### src/rtl/firebird7_in_gate1_ijtag_scan_host.sv
// IJTAG scan host for the gate1 network: one capture-shift-update sequence per request.
// Optional select-only capture slot under FIREBIRD7_IJTAG_HOST_SKIP_CAPTURE_EN.
module firebird7_in_gate1_ijtag_scan_host #(
  parameter int unsigned MAX_LEN = 64,
  parameter int unsigned LEN_W   = $clog2(MAX_LEN + 1)
) (
  input  logic               ijtag_tck,
  input  logic               ijtag_reset,
  input  logic               req_valid,
  output logic               req_ready,
  input  logic [LEN_W-1:0]   req_len,
  input  logic [MAX_LEN-1:0] req_data,
`ifdef FIREBIRD7_IJTAG_HOST_SKIP_CAPTURE_EN
  input  logic               req_no_capture,
`endif
  output logic               rsp_valid,
  output logic [MAX_LEN-1:0] rsp_data,
  output logic               ijtag_sel,
  output logic               ijtag_ce,
  output logic               ijtag_se,
  output logic               ijtag_ue,
  output logic               ijtag_si,
  input  logic               ijtag_so
);

  localparam logic [2:0] ST_IDLE    = 3'd0;
  localparam logic [2:0] ST_CAPTURE = 3'd1;
  localparam logic [2:0] ST_SHIFT   = 3'd2;
  localparam logic [2:0] ST_UPDATE  = 3'd3;
  localparam logic [2:0] ST_DONE    = 3'd4;

  logic [2:0]         state_q, state_d;
  logic [LEN_W-1:0]   len_q, len_d;
  logic [LEN_W-1:0]   cnt_q, cnt_d;
  logic [MAX_LEN-1:0] data_q, data_d;
  logic [MAX_LEN-1:0] bit_q, bit_d;
  logic [MAX_LEN-1:0] cap_q, cap_d;
  logic [MAX_LEN-1:0] rsp_data_q, rsp_data_d;
  logic               rsp_valid_q, rsp_valid_d;
  logic               req_ready_q, req_ready_d;
  logic               no_cap_q, no_cap_d;

  logic sel_q, sel_d, ce_q, ce_d, se_q, se_d, ue_q, ue_d, si_q, si_d;

  // Sequencer: state, shift position (one-hot bit_q) and captured so bits.
  always_comb begin
    state_d     = state_q;
    len_d       = len_q;
    cnt_d       = cnt_q;
    data_d      = data_q;
    bit_d       = bit_q;
    cap_d       = cap_q;
    rsp_data_d  = rsp_data_q;
    rsp_valid_d = 1'b0;
    no_cap_d    = no_cap_q;
    case (state_q)
      ST_IDLE: begin
        if (req_valid && req_ready_q) begin
          state_d = ST_CAPTURE;
          len_d   = (req_len > LEN_W'(MAX_LEN)) ? LEN_W'(MAX_LEN) : req_len;
          data_d  = req_data;
          cap_d   = '0;
          bit_d   = MAX_LEN'(1);
          cnt_d   = '0;
`ifdef FIREBIRD7_IJTAG_HOST_SKIP_CAPTURE_EN
          no_cap_d = req_no_capture;
`else
          no_cap_d = 1'b0;
`endif
        end
      end
      ST_CAPTURE: state_d = (len_q == '0) ? ST_UPDATE : ST_SHIFT;
      ST_SHIFT: begin
        cap_d = cap_q | ({MAX_LEN{ijtag_so}} & bit_q);
        bit_d = bit_q << 1;
        cnt_d = cnt_q + LEN_W'(1);
        if (cnt_q + LEN_W'(1) == len_q) state_d = ST_UPDATE;
      end
      ST_UPDATE: state_d = ST_DONE;
      ST_DONE: begin
        state_d     = ST_IDLE;
        rsp_valid_d = 1'b1;
        rsp_data_d  = cap_q;
      end
      default: state_d = ST_IDLE;
    endcase
    req_ready_d = (state_d == ST_IDLE);
  end

  always_ff @(posedge ijtag_tck or negedge ijtag_reset) begin
    if (!ijtag_reset) begin
      state_q     <= ST_IDLE;
      len_q       <= '0;
      cnt_q       <= '0;
      data_q      <= '0;
      bit_q       <= '0;
      cap_q       <= '0;
      rsp_data_q  <= '0;
      rsp_valid_q <= 1'b0;
      req_ready_q <= 1'b0;
      no_cap_q    <= 1'b0;
    end else begin
      state_q     <= state_d;
      len_q       <= len_d;
      cnt_q       <= cnt_d;
      data_q      <= data_d;
      bit_q       <= bit_d;
      cap_q       <= cap_d;
      rsp_data_q  <= rsp_data_d;
      rsp_valid_q <= rsp_valid_d;
      req_ready_q <= req_ready_d;
      no_cap_q    <= no_cap_d;
    end
  end

  // Network drivers follow the state registered at the preceding posedge.
  always_comb begin
    sel_d = 1'b0;
    ce_d  = 1'b0;
    se_d  = 1'b0;
    ue_d  = 1'b0;
    si_d  = 1'b0;
    case (state_q)
      ST_CAPTURE: begin
        sel_d = 1'b1;
        ce_d  = ~no_cap_q;
      end
      ST_SHIFT: begin
        sel_d = 1'b1;
        se_d  = 1'b1;
        si_d  = |(data_q & bit_q);
      end
      ST_UPDATE: begin
        sel_d = 1'b1;
        ue_d  = 1'b1;
      end
      default: ;
    endcase
  end

  // Negedge flops keep network signals stable across instrument posedge/negedge sampling.
  always_ff @(negedge ijtag_tck or negedge ijtag_reset) begin
    if (!ijtag_reset) begin
      sel_q <= 1'b0;
      ce_q  <= 1'b0;
      se_q  <= 1'b0;
      ue_q  <= 1'b0;
      si_q  <= 1'b0;
    end else begin
      sel_q <= sel_d;
      ce_q  <= ce_d;
      se_q  <= se_d;
      ue_q  <= ue_d;
      si_q  <= si_d;
    end
  end

  assign req_ready = req_ready_q;
  assign rsp_valid = rsp_valid_q;
  assign rsp_data  = rsp_data_q;
  assign ijtag_sel = sel_q;
  assign ijtag_ce  = ce_q;
  assign ijtag_se  = se_q;
  assign ijtag_ue  = ue_q;
  assign ijtag_si  = si_q;

endmodule

### config.mk
export PLATFORM = sky130hd
export DESIGN_NAME = firebird7_in_gate1_ijtag_scan_host
export DESIGN_NICKNAME = d
export VERILOG_FILES = /design/src/rtl/firebird7_in_gate1_ijtag_scan_host.sv
export SDC_FILE = /design/constraint.sdc
export NUM_CORES = 1
export LEC_CHECK = 0
export CAP_MARGIN = 20
export CELL_PAD_IN_SITES_DETAIL_PLACEMENT = 0
export CELL_PAD_IN_SITES_GLOBAL_PLACEMENT = 1
export CORE_MARGIN = 2
export CORE_UTILIZATION = 40
export CTS_BUF_LIST = sky130_fd_sc_hd__clkbuf_16
export CTS_CLUSTER_DIAMETER = 60
export DETAILED_ROUTE_END_ITERATION = 12
export GPL_TIMING_DRIVEN = 1
export HOLD_SLACK_MARGIN = 0.06
export PLACE_DENSITY_LB_ADDON = 0.1
export RECOVER_POWER = 25
export SKIP_LAST_GASP = 1
export SLEW_MARGIN = 40
export SYNTH_ARGS = -nofsm -noshare
export SYNTH_HDL_FRONTEND = slang
export SYNTH_SLANG_ARGS = --single-unit
### constraint.sdc
create_clock -name ijtag_tck -period 2 [get_ports ijtag_tck]
set_clock_uncertainty 0.2 [all_clocks]
set_input_delay 0.2 -clock ijtag_tck [delete_from_list [all_inputs] [get_ports ijtag_tck]]
set_output_delay 0.2 -clock ijtag_tck [all_outputs]
set_load 0.01 [all_outputs]
---- After elaboration in Yosys (flattened, before gate mapping) ----
Index checks and enable logic that the tools add are counted.
cells by class
  add/sub/neg operators ................... 1
  magnitude comparators ................... 1
  equal/unequal tests ..................... 6
  mux-type cells .......................... 17
  bitwise gates (word level) .............. 3
  reductions and logical operators ........ 9
operator list
  kind                                                                    count
  64-bit one-hot mux with 2 select lines                                  2
  64-bit bitwise AND                                                      2
  64-bit two-way mux                                                      2
  64-bit OR                                                               1
  64-bit OR reduction                                                     1
  7-bit two-way mux                                                       2
  7-bit one-hot mux with 2 select lines                                   1
  3-bit one-hot mux with 4 select lines                                   1
  7-bit by 1-bit adder with 7-bit output (second input constant)          1
  7-bit equality test                                                     1
  7-bit > comparator (second input constant)                              1
  7-bit zero test                                                         1
  1-bit two-way mux                                                       7
  3-bit by 2-bit equality test with 1-bit output (second input constant)  2
  3-bit zero test                                                         2
  3-bit two-way mux                                                       2
  2-bit AND reduction                                                     2
  3-bit by 1-bit equality test with 1-bit output (second input constant)  1
  3-bit equality test (second input constant)                             1
  3-bit OR reduction                                                      1
  2-bit inequality test (second input constant)                           1
  2-bit nonzero test                                                      1
  1-bit logical AND                                                       1
word-level totals
  register bits after elaboration ......... 280
  output and inout bits ................... 71

---- Longest topological paths before layout ----
Gate-level depths: netlist of the first run.
  depth in word-level cells ............... 5
  mapped depth ............................ 7

==> out/metrics.yaml, run 1 <==
run_status: "complete, but fails checks"
violations: "setup timing"
cts_sinks: 280
tightest_slew_ns: 0.994
final_cells: 1626
ir_worst_vdd_uv: 727
grt_overflow_total: 0
ff_latch_area_sq_um: 7010
cts_made_buffers: 31
place_hpwl_microns: 19200
multiInputGateArea_sq_um: 3670
arrival_ns: 1.81
power.density_nw_per_um2: 1500
vias: 8109
core_sq_um: 26900
p_switching_mw: 7.83
firstDrtPassIters: 7
chipHeight_microns: 169
wl_microns: 29200
synthTopCellsByArea: "dfrtp_1 63%, nand2_1 12%, mux2_2 6.6%"
hold_viol: 0
yosys.area.top_type: "dfrtp_1"
crit_path_start_kind: "flop"
place_congestion: 0.762
synth_top_cell_area_share: 0.631
synth_async_sr_flop_share: 1.00
cap_violations: 0
fin_nets: 1341
final_cell_mix: "341 x nand2_1, 275 x dfrtp_1, 139 x clkdlybuf4s50_1, 80 x buf_4, 73 x o21ai_0"
antenna_found_initial: 0
layout_commonest_cell: "nand2_1"
clk_pin_slew_ns: 0.06
avgSynthCellArea_sq_um: 11.2
sw_frac_of_total: 0.344
use_met2: 0.322
cts_buffer_depth: 3
crit_fanout: 2
synth_edf_count: 0
grt_pass1_vias: 8212
setup_violations: 28
p_leak_nw: 7.24
yosys_warnings: 0
dieWidth_microns: 169
p_int_mw: 14.9
busiest_layer: "met2"
p_seq_frac: 0.405
crit_path_end_kind: "flop"
r2r_cells: 5
rows: 60
syn_inst: 975
grt_first_pass_wirelength_microns: 46600
num_antenna_cells: 0
holdPathStages: 3
crit_type: "flop to flop"
rsz0062_at_grt: "true"
start_util: 0.406
routed_via_density: 4.99
hp-class: "input port to flop"
p_comb_frac: 0.363
ys.flop_type: "dfrtp_1"
ys_types: 35
pin_count: 146
use_met3: 0.0302
drive_above_1_share: 0.180
syn_to_final_growth_pct: 38.9
dp.cells: 1500
final_max_slew_viol_count: 0
h-tree-depth: 1
drt_iter0_drc: 513
grt_start_max_net_pins: 101
relSlewSlack: 0.337
postRouteAntennaNets: 0
remaining_drc_errors: 0
synth_nets: 1051
setup_slack_ns: -0.627
fillers: 2332
avgRoutedWirePerCell_microns: 18.0
final_util: 0.564
track_usage: 0.206
cts_root_buffer: "clkbuf_16"
pwr-share-clk: 0.232
dieArea_sq_um: 28600
whs_ns: 0.0647
cts_tree: "yes"
yosys_register_bits: 280
syn-cell-area_sq_um: 10900
clock_latency_ns: 0.55
ys_seq_area_frac: 0.642
met1_usage: 0.309
required_ns: 1.18
io_buffers: 145
[synthesized netlist by cell type (2+ instances only)]
library cell,number
buf_6,6
a221oi_1,9
dfrtn_1,5
dfrtp_1,275
buf_2,20
xnor2_1,7
nor2_1,10
mux2_2,64
o21ai_0,73
a22o_1,72
and3b_1,2
nand3b_1,6
xor2_1,5
nand4_1,6
a21oi_1,3
clkbuf_1,31
nand3_1,5
nor3_1,4
nand2_1,341
and3_1,3
a22oi_1,14
[flip-flops by register name, summed over array words and instances (netlist names)]
signal and flops:
bit_q 64, cap_q 64, cnt_q 7, data_q 64
ijtag_ce 1, ijtag_se 1, ijtag_sel 1, ijtag_si 1
ijtag_ue 1, len_q 7, req_ready 1, rsp_data 64
rsp_valid 1, state_q 3
[per-stage QoR]
stage / total power [mW] / setup TNS (ns) / cell area, sq um / worst slack (ns)
after global routing: 24.3 / -13.14 / 15100 / -0.730
final: 22.7 / -4.38 / 15100 / -0.627
after detailed placement: 17.2 / -6.21 / 13400 / -0.750
after global placement: 17.1 / -4.13 / 13400 / -0.751
after floorplan: 13.2 / -0.742 / 11000 / -0.461
after CTS: 22.8 / -3.36 / 15100 / -0.647
[layer usage]
layer  vias to the layer above  wire length (microns)
li1                       3909                      -
met1                      3990                  14000
met2                       177                  13600
met3                        33                   1090
met4                         0                    478
met5                         -                      0
[power by group through the flow]
stage                     combinational, mW  sequential [mW]  clock, mW
after floorplan                        3.90             9.25          0
final                                  8.26             9.20       5.27
after global placement                 7.84             9.24          0
after CTS                              8.15             9.22       5.41
after detailed placement               7.91             9.27          0
after global routing                   9.15             9.47       5.65
[worst max-delay path, cell delays in order, from the launching register on]
cell	delay (ns)
dfrtp_1	0.37
a22o_1	0.26
a221oi_2	0.21
nand4_1	0.16
nor3_2	0.17
a21oi_1	0.09
[cell families (layout without fill, tap and decap cells)]
family / Yosys count / count (layout) / synth area share
AOI/OAI and AO/OA: 173 / 173 / 0.111
xor gates and xnor gates: 12 / 12 / 0.00964
adders and majority gates: 1 / 1 / 0.00115
buffers and inverters: 61 / 371 / 0.0289
DFF: 280 / 280 / 0.642
muxes: 64 / 64 / 0.0661
and+or+nand+nor: 384 / 384 / 0.141
[final timing paths]
kind	start	endpoint	slack, ns
hold reg to reg	data_q[1]	data_q[1]	0.28
hold / removal	req_data[13]	data_q[13]	0.06
max in group asynchronous	ijtag_reset	ijtag_ce	-0.08
setup / recovery	data_q[40]	ijtag_si	-0.63
setup reg to reg	data_q[40]	ijtag_si	-0.63
min in group asynchronous	ijtag_reset	rsp_data[11]	0.77
[layout make-up]
class,instances,area share
Sequential cell,280,0.463
Multi-Input combinational cell,634,0.242
Timing Repair Buffer,317,0.205
Clock buffer,31,0.0512
Tap cell,341,0.0282
Clock inverter,22,0.0100
Inverter,1,0.000413
[timing repair]
action,in CTS,in global routing
buffers inserted,1,4
resized for setup,30,10
hold endpoints to repair,340,1
endpoints found under the setup margin,112,27
cloned,0,2
hold buffers,67,1
pin swaps,3,7
No activity file was read; power rests on OpenSTA's default activity.
==> inputs of run 2 (changes only) <==
--- a/config.mk
+++ b/config.mk
@@ -5,6 +5,7 @@
 export SDC_FILE = /design/constraint.sdc
 export NUM_CORES = 1
 export LEC_CHECK = 0
+export ABC_AREA = 1
 export CAP_MARGIN = 20
 export CELL_PAD_IN_SITES_DETAIL_PLACEMENT = 0
 export CELL_PAD_IN_SITES_GLOBAL_PLACEMENT = 1
==> run 2 against run 1 <==
The flow still finishes with violations (setup timing). Hold slack better by 0.020 ns. Worst setup slack gained 0.12 ns. Power is 47% lower. Final cell count is 16% higher. Register-to-register slack improved by 0.16 ns. Sequential share of layout area decreased by 0.67 points. Sequential power is 38% lower. Area after synthesis increased by 0.47%. Largest power group is now clock. Final area up 1.5%.
==> out/metrics.yaml, run 2 <==
run_status: "complete, but fails checks"
violations: "setup timing"
p_int_mw: 9.49  # -36%
multiInputGateArea_sq_um: 3380  # -7.9%
final_cells: 1883  # +16%
drt_iter0_drc: 443  # -14%
synth_edf_count: 0  # unchanged
drive_above_1_share: 0.127  # -0.0527
arrival_ns: 2.11  # +0.30 ns
rsz0062_at_grt: "true"
p_switching_mw: 2.47  # -68%
ys_types: 27  # -23%
layout_commonest_cell: "nand2_1"
setup_violations: 13  # -54%
cts_root_buffer: "clkbuf_16"
dp_slack_ns: -0.664  # +0.0861 ns
cpMaxStageDelayCell: "dfrtn_1"
synthMostInstantiatedCell: "nand2_1"
max_stage_delay_ns: 0.45  # +0.08 ns
pin_count: 146  # unchanged
dieArea_sq_um: 28700  # +0.46%
fin_nets: 1595  # +19%
crit_family: "flip-flops"
wl_microns: 27300  # -6.6%
cap_violations: 0  # unchanged
synth_common_cells: "582 x nand2_1, 275 x dfrtp_1, 85 x inv_1, 65 x o22ai_1, 64 x o21ai_1"
postRouteAntennaNets: 0  # unchanged
power.density_nw_per_um2: 778  # -48%
final_cell_mix: "579 x nand2_1, 275 x dfrtp_1, 139 x clkdlybuf4s50_1, 94 x buf_4, 85 x inv_1"
syn-cell-area_sq_um: 11000  # +0.47%
grt_overflow_total: 0  # unchanged
final_max_slew_viol_count: 0  # unchanged
start_util: 0.407  # +0.000773
synth_nets: 1290  # +23%
synth_top_cell_area_share: 0.628  # -0.00295
ys_seq_area_frac: 0.639  # -0.00301
ys.flop_type: "dfrtp_1"
clock_latency_ns: 0.54  # about the same
cts_buffer_depth: 3  # unchanged
p_seq_frac: 0.474  # +0.069
avgRoutedWirePerCell_microns: 14.5  # -19%
track_usage: 0.195  # -0.0116
io_buffers: 145  # unchanged
core_sq_um: 27000  # +0.28%
crit_path_start_kind: "flop"
syn_to_final_growth_pct: 40.2
dieWidth_microns: 170  # +0.23%
firstDrtPassIters: 5  # -2
grt_first_pass_wirelength_microns: 45400  # -2.5%
final_util: 0.570  # +0.00669
hold_viol: 0  # unchanged
relSlewSlack: 0.335  # -0.00276
pwr-share-clk: 0.490  # +0.258
place_hpwl_microns: 17500  # -9.0%
rows: 60  # unchanged
synth_async_sr_flop_share: 1.00  # unchanged
syn_inst: 1214  # +25%
avgSynthCellArea_sq_um: 9.03  # -19%
routed_via_density: 4.65  # -6.8%
yosys_register_bits: 280  # unchanged
p_comb_frac: 0.036  # -0.327
p_leak_nw: 8.10  # +12%
grt_pass1_vias: 9024  # +9.9%
path_buf_inv: 1  # +1
yosys_warnings: 0  # unchanged
cp_cell_sequence: "buf_6"
dp.cells: 1748  # +17%
grt_start_max_net_pins: 69  # -32%
whs_ns: 0.0847  # +0.0199 ns
h-tree-depth: 1  # unchanged
place_congestion: 0.787  # +3.3%
required_ns: 1.60  # +0.42 ns
antenna_found_initial: 0  # unchanged
cts_made_buffers: 31  # unchanged
hp-class: "input port to flop"
cts_tree: "yes"
cts_sinks: 280  # unchanged
clk_pin_slew_ns: 0.06  # about the same
num_antenna_cells: 0  # unchanged
tightest_slew_ns: 0.998  # +0.00415 ns
yosys.area.top_type: "dfrtp_1"
synthTopCellsByArea: "dfrtp_1 63%, nand2_1 20%, o22ai_1 3.7%"
remaining_drc_errors: 0  # unchanged
ff_latch_area_sq_um: 7010  # unchanged
fillers: 2468  # +5.8%
crit_path_end_kind: "output port"
ir_worst_vdd_uv: 573  # -21%
setup_slack_ns: -0.512  # +0.115 ns
crit_fanout: 1  # -1
crit_type: "flop to output port"
vias: 8754  # +8.0%
chipHeight_microns: 170  # +0.23%
sw_frac_of_total: 0.206  # -0.138
## run 2: worst paths after layout
kind / from / slack (ns) / to / cells after the start
max: ijtag_si / -0.51 / ijtag_si / 1
min: req_data[16] / 0.08 / data_q[16] / 3
max reg2reg: data_q[34] / -0.47 / ijtag_si / 8
min reg2reg: data_q[40] / 0.27 / data_q[40] / 2
max in group asynchronous: ijtag_reset / 0 / rsp_data[31] / 4
min in group asynchronous: ijtag_reset / 0.57 / cnt_q[2] / 3
## run 2: cell families (layout without fill, tap and decap cells)
group,after synthesis,in the layout,share of synthesized area
buffers and inverters,146,474,0.0594
AND/OR/NAND/NOR,638,638,0.224
flip-flops,280,280,0.639
adder cells (fa/ha/maj),1,1,0.00114
AO/OA/AOI/OAI,149,149,0.0763
## run 2: what timing repair did
item,in CTS,in global routing
buffers inserted,1,11
pin swaps,4,7
hold buffers,67,0
endpoints found under the hold margin,340,0
setup endpoints to repair,7,71
gates resized for setup,29,20
cloned,0,2
## run 2: power by group through the flow
stage,clock (mW),combinational (mW),sequential (mW)
after floorplan,0,0.0223,5.77
after global placement,0,0.336,5.77
after detailed placement,0,0.336,5.77
after CTS,6.02,0.442,5.66
after global routing,6.25,0.469,5.66
final,5.86,0.427,5.67
## run 2: cell type report
cell class	count	share of cell area
Sequential cell	280	0.456
Multi-Input combinational cell	788	0.220
Timing Repair Buffer	328	0.205
Clock buffer	31	0.0505
Tap cell	341	0.0278
Inverter	90	0.0223
Clock inverter	25	0.0181
## run 2: layer usage
| metal | vias to the layer above | GRT usage | part of all wire |
|---|---|---|---|
| li1 | 4455 | - | - |
| met4 | 0 | 0.0390 | 0.014 |
| met2 | 145 | 0.328 | 0.48 |
| met3 | 33 | 0.0266 | 0.033 |
| met1 | 4121 | 0.272 | 0.48 |
| met5 | - | 0 | 0 |
## run 2: through the flow
stage	setup TNS, ns	area [sq um]	total power, mW
finish	-2.76	15400	12.0
global route	-33.69	15400	12.4
CTS	-2.89	15200	12.1
detailed placement	-2.44	13500	6.10
global placement	-2.38	13500	6.10
floorplan	-0.271	11000	5.79
==> inputs of run 3 (changes only) <==
--- a/config.mk
+++ b/config.mk
@@ -19,7 +19,7 @@
 export PLACE_DENSITY_LB_ADDON = 0.1
 export RECOVER_POWER = 25
 export SKIP_LAST_GASP = 1
-export SLEW_MARGIN = 40
+export SLEW_MARGIN = 20
 export SYNTH_ARGS = -nofsm -noshare
 export SYNTH_HDL_FRONTEND = slang
 export SYNTH_SLANG_ARGS = --single-unit
==> results of run 3 <==
Final layout, timing and power as in run 2 (identical DEF).
